==> config.mk <==
export PLATFORM = sky130hd
export DESIGN_NAME = mips_cpu_mem_sequencer
export DESIGN_NICKNAME = d
export VERILOG_FILES = /design/src/rtl/mips_cpu_pkg.sv /design/src/rtl/mips_cpu_lane_align.sv /design/src/rtl/mips_cpu_mem_sequencer.sv
export SDC_FILE = /design/constraint.sdc
export NUM_CORES = 1
export LEC_CHECK = 0
export CAP_MARGIN = 20
export CORE_AREA = 4 4 137 126
export CTS_CLUSTER_DIAMETER = 80
export DETAILED_ROUTE_END_ITERATION = 7
export DIE_AREA = 0 0 141 130
export PLACE_DENSITY_LB_ADDON = 0.2
export SETUP_SLACK_MARGIN = 0.3
export SYNTH_ARGS = -nofsm -noshare
export SYNTH_HDL_FRONTEND = slang
export SYNTH_SLANG_ARGS = --single-unit
export TNS_END_PERCENT = 10
==> constraint.sdc <==
create_clock -name clk -period 3.55 [get_ports clk]
set_clock_uncertainty 0.1 [all_clocks]
set_input_delay 0.71 -clock clk [delete_from_list [all_inputs] [get_ports clk]]
set_output_delay 0.71 -clock clk [all_outputs]
set_load 0.02 [all_outputs]
==> src/rtl/mips_cpu_pkg.sv <==
// Shared types and constants for the MIPS core memory sequencer.
package mips_cpu_pkg;

  typedef enum logic [1:0] {
    SIZE_BYTE = 2'd0,
    SIZE_HALF = 2'd1,
    SIZE_WORD = 2'd2
  } mem_size_t;

  typedef enum logic [1:0] {
    IDLE = 2'd0,
    BUS  = 2'd1,
    RESP = 2'd2
  } seq_state_t;

  localparam logic [3:0] BE_WORD    = 4'b1111;
  localparam logic [3:0] BE_HALF_LO = 4'b0011;
  localparam logic [3:0] BE_HALF_HI = 4'b1100;

endpackage

==> src/rtl/mips_cpu_lane_align.sv <==
// Little-endian lane steering: byteenable, store replication, alignment check
// and load extraction with sign/zero extension.
module mips_cpu_lane_align
  import mips_cpu_pkg::*;
#(
  parameter int DATA_W = 32
) (
  input  logic [1:0]        size,
  input  logic [1:0]        addr_lo,
  input  logic              sgn,
  input  logic [DATA_W-1:0] wdata,
  input  logic [DATA_W-1:0] rdata,
  output logic [3:0]        byteenable,
  output logic [DATA_W-1:0] wdata_rep,
  output logic              misaligned,
  output logic [DATA_W-1:0] rdata_ext
);

  function automatic logic [DATA_W-1:0] ext_byte(input logic [7:0] b, input logic s);
    return {{(DATA_W-8){s & b[7]}}, b};
  endfunction

  function automatic logic [DATA_W-1:0] ext_half(input logic [15:0] h, input logic s);
    return {{(DATA_W-16){s & h[15]}}, h};
  endfunction

  logic [7:0] byte_sel;

  always_comb begin
    case (addr_lo)
      2'd0:    byte_sel = rdata[7:0];
      2'd1:    byte_sel = rdata[15:8];
      2'd2:    byte_sel = rdata[23:16];
      default: byte_sel = rdata[31:24];
    endcase
  end

  always_comb begin
    byteenable = BE_WORD;
    wdata_rep  = wdata;
    misaligned = 1'b0;
    rdata_ext  = rdata;
    case (size)
      SIZE_BYTE: begin
        byteenable = 4'b0001 << addr_lo;
        wdata_rep  = {4{wdata[7:0]}};
        rdata_ext  = ext_byte(byte_sel, sgn);
      end
      SIZE_HALF: begin
        misaligned = addr_lo[0];
        byteenable = addr_lo[1] ? BE_HALF_HI : BE_HALF_LO;
        wdata_rep  = {2{wdata[15:0]}};
        rdata_ext  = ext_half(addr_lo[1] ? rdata[31:16] : rdata[15:0], sgn);
      end
      // Word, and the reserved encoding, behave as a full-word access.
      default: begin
        misaligned = |addr_lo;
      end
    endcase
  end

endmodule

==> src/rtl/mips_cpu_mem_sequencer.sv <==
// Single-port Avalon-MM sequencer for the multicycle MIPS core: arbitrates
// fetch vs load/store (data wins), holds across waitrequest, pulses done.
module mips_cpu_mem_sequencer
  import mips_cpu_pkg::*;
#(
  parameter int ADDR_W = 32,
  parameter int DATA_W = 32
) (
  input  logic              clk,
  input  logic              reset,
  input  logic              ifetch_req,
  input  logic [ADDR_W-1:0] ifetch_addr,
  input  logic              data_req,
  input  logic              data_we,
  input  logic [1:0]        data_size,
  input  logic              data_signed,
  input  logic [ADDR_W-1:0] data_addr,
  input  logic [DATA_W-1:0] data_wdata,
  output logic              ifetch_done,
  output logic [DATA_W-1:0] ifetch_rdata,
  output logic              data_done,
  output logic [DATA_W-1:0] data_rdata,
  output logic              misaligned,
  output logic              busy,
  output logic [ADDR_W-1:0] avm_address,
  output logic              avm_read,
  output logic              avm_write,
  output logic [3:0]        avm_byteenable,
  output logic [DATA_W-1:0] avm_writedata,
  input  logic [DATA_W-1:0] avm_readdata,
  input  logic              avm_waitrequest
);

  seq_state_t        state, state_nxt;
  logic              src_data, sgn_r, we_r, mis_r;
  logic [1:0]        size_r;
  logic [ADDR_W-1:0] addr_r;
  logic [DATA_W-1:0] wdata_r, rdata_r;

  logic              accept, in_bus, in_resp;
  logic [1:0]        req_size, la_size, la_addr;
  logic [ADDR_W-1:0] req_addr;
  logic [3:0]        la_be;
  logic [DATA_W-1:0] la_wrep, la_rext;
  logic              la_mis;

  assign accept   = (state == IDLE) && (data_req || ifetch_req);
  assign req_size = data_req ? data_size : SIZE_WORD;
  assign req_addr = data_req ? data_addr : ifetch_addr;
  assign in_bus   = (state == BUS);
  assign in_resp  = (state == RESP);

  // In IDLE the aligner screens the incoming request; afterwards it works
  // purely from the captured transfer so bus signals stay stable.
  assign la_size = (state == IDLE) ? req_size : size_r;
  assign la_addr = (state == IDLE) ? req_addr[1:0] : addr_r[1:0];

  mips_cpu_lane_align #(.DATA_W(DATA_W)) u_lane_align (
    .size       (la_size),
    .addr_lo    (la_addr),
    .sgn        (sgn_r),
    .wdata      (wdata_r),
    .rdata      (rdata_r),
    .byteenable (la_be),
    .wdata_rep  (la_wrep),
    .misaligned (la_mis),
    .rdata_ext  (la_rext)
  );

  always_ff @(posedge clk or posedge reset) begin
    if (reset) begin
      state    <= IDLE;
      src_data <= 1'b0;
      sgn_r    <= 1'b0;
      we_r     <= 1'b0;
      mis_r    <= 1'b0;
      size_r   <= 2'd0;
      addr_r   <= '0;
      wdata_r  <= '0;
      rdata_r  <= '0;
    end else begin
      state <= state_nxt;
      if (accept) begin
        src_data <= data_req;
        sgn_r    <= data_req & data_signed;
        we_r     <= data_req & data_we;
        mis_r    <= la_mis;
        size_r   <= req_size;
        addr_r   <= req_addr;
        wdata_r  <= data_req ? data_wdata : '0;
      end
      if (in_bus && !avm_waitrequest && !we_r)
        rdata_r <= avm_readdata;
    end
  end

  always_comb begin
    state_nxt = state;
    case (state)
      IDLE:    if (accept) state_nxt = la_mis ? RESP : BUS;
      BUS:     if (!avm_waitrequest) state_nxt = RESP;
      RESP:    state_nxt = IDLE;
      default: state_nxt = IDLE;
    endcase
  end

  assign busy           = (state != IDLE);
  assign avm_read       = in_bus & ~we_r;
  assign avm_write      = in_bus & we_r;
  assign avm_address    = in_bus ? {addr_r[ADDR_W-1:2], 2'b00} : '0;
  assign avm_byteenable = in_bus ? la_be : 4'b0000;
  assign avm_writedata  = avm_write ? la_wrep : '0;

  assign ifetch_done  = in_resp & ~src_data;
  assign data_done    = in_resp & src_data;
  assign misaligned   = in_resp & mis_r;
  assign ifetch_rdata = (ifetch_done & ~mis_r) ? rdata_r : '0;
  assign data_rdata   = (data_done & ~we_r & ~mis_r) ? la_rext : '0;

endmodule

==> out/qor.yml <==
area_growth_pct: 64.9
cts_tree: "built"
crit_cells: 10
criticalPathCategory: "register to primary output"
ir_drop_uv: 391
slew-limit-headroom_pct: 50.0
synthesis.area_sq_um: 5930
die_area_sq_um: 18300
die_w_um: 141
synthCells: 628
ys_warn_count: 0
synth_cell_type_count: 44
cts_root_buf: "clkbuf_16"
worst_pin_slew_ps: 749
synth.avg_cell_area_sq_um: 9.45
postSynth.asyncResetShare_pct: 100
grt-ovfl-total: 0
vias_per_cell: 5.18
path_cells: "buf_6 -> nor2_4 -> clkinvlp_4 -> buf_4 -> o21ai_4 -> mux2_4 -> o211ai_4 -> buf_6 -> nand2_1 -> buf_4"
cts.reportedPaths.clkPinSlew_ps: 80
required_ps: 2740
power.density_nw_per_um2: 742
port_buffers: 272
cp_max_fo: 5
grt_max_degree: 75
routabilityCongestion: 0.939
crit_buf_inv: 5
final_net_count: 1068
p_seq_share_pct: 31.5
fmax_ghz: 0.296
cpLargestDelayFamily: "buffers and inverters"
ctsHoldBuffers: 0
leakage_uw: 0.00435
setup_viol: 0
start_kind: "register"
drt-total-wl_mm: 21.0
cts_sinks: 104
pin_count: 275
track_usage_pct: 22.5
crit_path_end_kind: "primary output"
seq_area_frac_synth_pct: 43.9
hold_viol: 0
status: "finished clean"
place_hpwl_mm: 15.4
internal-power_uw: 4240
antenna_found_initial: 1
min_period_over_period_pct: 95.0
fillers: 1329
synth-edff-count: 0
fin_cells: 1144
drc: 0
coreArea_sq_um: 15900
insertion_delay_ps: 350
power.switching_uw: 3020
cts_buffers: 9
clk_path_buf_depth: 2
fin_crit_ps: 3370
drt_iter0_drc: 255
synth_seq_cells: 104
dp.cells: 1102
hold_class: "register to register"
layout-drive-gt1-share_pct: 24.4
final_core_util_pct: 61.7
arrival_ps: 2560
ys.flop_type: "dfrtp_1"
maxCapViolations: 0
rsz0062_at_grt: "yes"
final_common_cell: "clkdlybuf4s50_1"
die_h_um: 130
crit_path_top_delay_cell: "dfrtp_1"
crit_path_max_incr_delay_ps: 410
via_count: 5924
start_util_pct: 37.4
grt_pass1_vias: 5949
p_comb_share_pct: 54.3
switching_share_pct: 41.6
maxSlewViolCount: 0
most-common-layout-cells: "206 x clkdlybuf4s50_1, 103 x dfrtp_1, 102 x nand2_1"
wl_per_cell_um: 18.4
p_clk_share_pct: 14.2
num_rows: 44
htreeDepth: 3
holdPathStages: 2
postRouteAntennaNets: 0
reg2regPathDepth: 12
grt_pass1_wl_mm: 32.7
drt_first_pass_iters: 4
sequential cells by signal (all words and copies together), names as in the netlist:
signal    flops
size_r        2
wdata_r      32
mis_r         1
rdata_r      32
src_data      1
addr_r       32
we_r          1
sgn_r         1
state         2
repair_timing:
item / 4_1_cts / 5_1_grt
setup buffers: 17 / 5
pin swaps: 18 / 6
cloned: 3 / 0
setup endpoints to repair: 61 / 87
hold endpoints to repair: 0 / 0
resized for setup: 334 / 15
cell families after synthesis:
family / after synthesis / synth area share (%)
AND/OR/NAND/NOR: 216 / 17.9
multiplexers: 89 / 15.7
buffers and inverters: 57 / 4.26
flip-flops: 104 / 43.9
AO/OA/AOI/OAI: 161 / 18.2
other: 1 / 0.0632
path summary, 6_finish.rpt:
kind	startpoint	slack, ps	endpoint
max	state[0]	180	data_rdata[17]
min reg2reg	addr_r[27]	370	addr_r[27]
max in group asynchronous	reset	1820	size_r[0]
max reg2reg	state[0]	1070	state[1]
min	addr_r[27]	370	addr_r[27]
min in group asynchronous	reset	720	addr_r[21]
power groups by stage:
stage	Sequential, uW	Combinational [uW]	Clock, uW
floorplan	2070	2170	0
global placement	2260	3410	0
detailed placement	2280	3470	0
CTS	2270	3820	1070
global route	2380	4260	1110
finish	2290	3940	1030
final cells by class:
| type | count | area, sq um | share of cell area, % |
|---|---|---|---|
| tap | 207 | 259 | 2.65 |
| inverter | 6 | 30.0 | 0.307 |
| clock buffer | 9 | 225 | 2.30 |
| sequential | 104 | 2600 | 26.6 |
| antenna | 1 | 2.50 | 0.0256 |
| multi-input combinational | 468 | 3300 | 33.7 |
| timing repair buffer | 342 | 3280 | 33.5 |
| clock inverter | 7 | 85.1 | 0.870 |
metrics by stage:
step	hold slack, ps	instance area, sq um	setup WS [ps]	total power, uW	setup TNS [ps]
2_1_floorplan	342	5940	324	4250	0
3_3_place_gp	358	9110	-549	5660	-26160
3_5_place_dp	362	9110	-592	5750	-28270
4_1_cts	379	9680	268	7160	0
5_1_grt	395	9780	69.9	7740	0
6_report	371	9780	177	7260	0
cell usage after synthesis, drive strengths merged (2+ instances only):
| library cell | count | area share [%] |
|---|---|---|
| a211oi | 8 | 1.0 |
| a21oi | 28 | 2.4 |
| a22o | 37 | 5.5 |
| a22oi | 16 | 2.1 |
| and2 | 62 | 6.5 |
| and3 | 9 | 0.95 |
| buf | 19 | 1.8 |
| clkbuf | 32 | 2.0 |
| dfrtp | 104 | 44 |
| inv | 6 | 0.38 |
| mux2 | 35 | 6.6 |
| mux2i | 54 | 9.1 |
| nand2 | 104 | 6.6 |
| nand2b | 3 | 0.32 |
| nand3 | 6 | 0.51 |
| nor2 | 20 | 1.4 |
| nor3 | 4 | 0.53 |
| nor3b | 2 | 0.25 |
| o211ai | 4 | 0.59 |
| o21a | 2 | 0.38 |
| o21ai | 52 | 4.4 |
| o22a | 7 | 1.0 |
| o22ai | 2 | 0.21 |
| or3 | 3 | 0.32 |
tightest hold or removal path, cell delays in order (launching register included):
cell     delay, ps
dfrtp_1        330
nand2_1         40
o21ai_0         60
routing by layer:
metal	wire, um	track usage, %	part of all wire (%)	vias up
li1	-	-	-	2819
met1	8970	29.2	43	2830
met2	10100	37.1	48	235
met3	1430	5.79	6.8	40
met4	525	7.18	2.5	0
met5	0	0	0	-
Power figures use the tool's default switching activity.
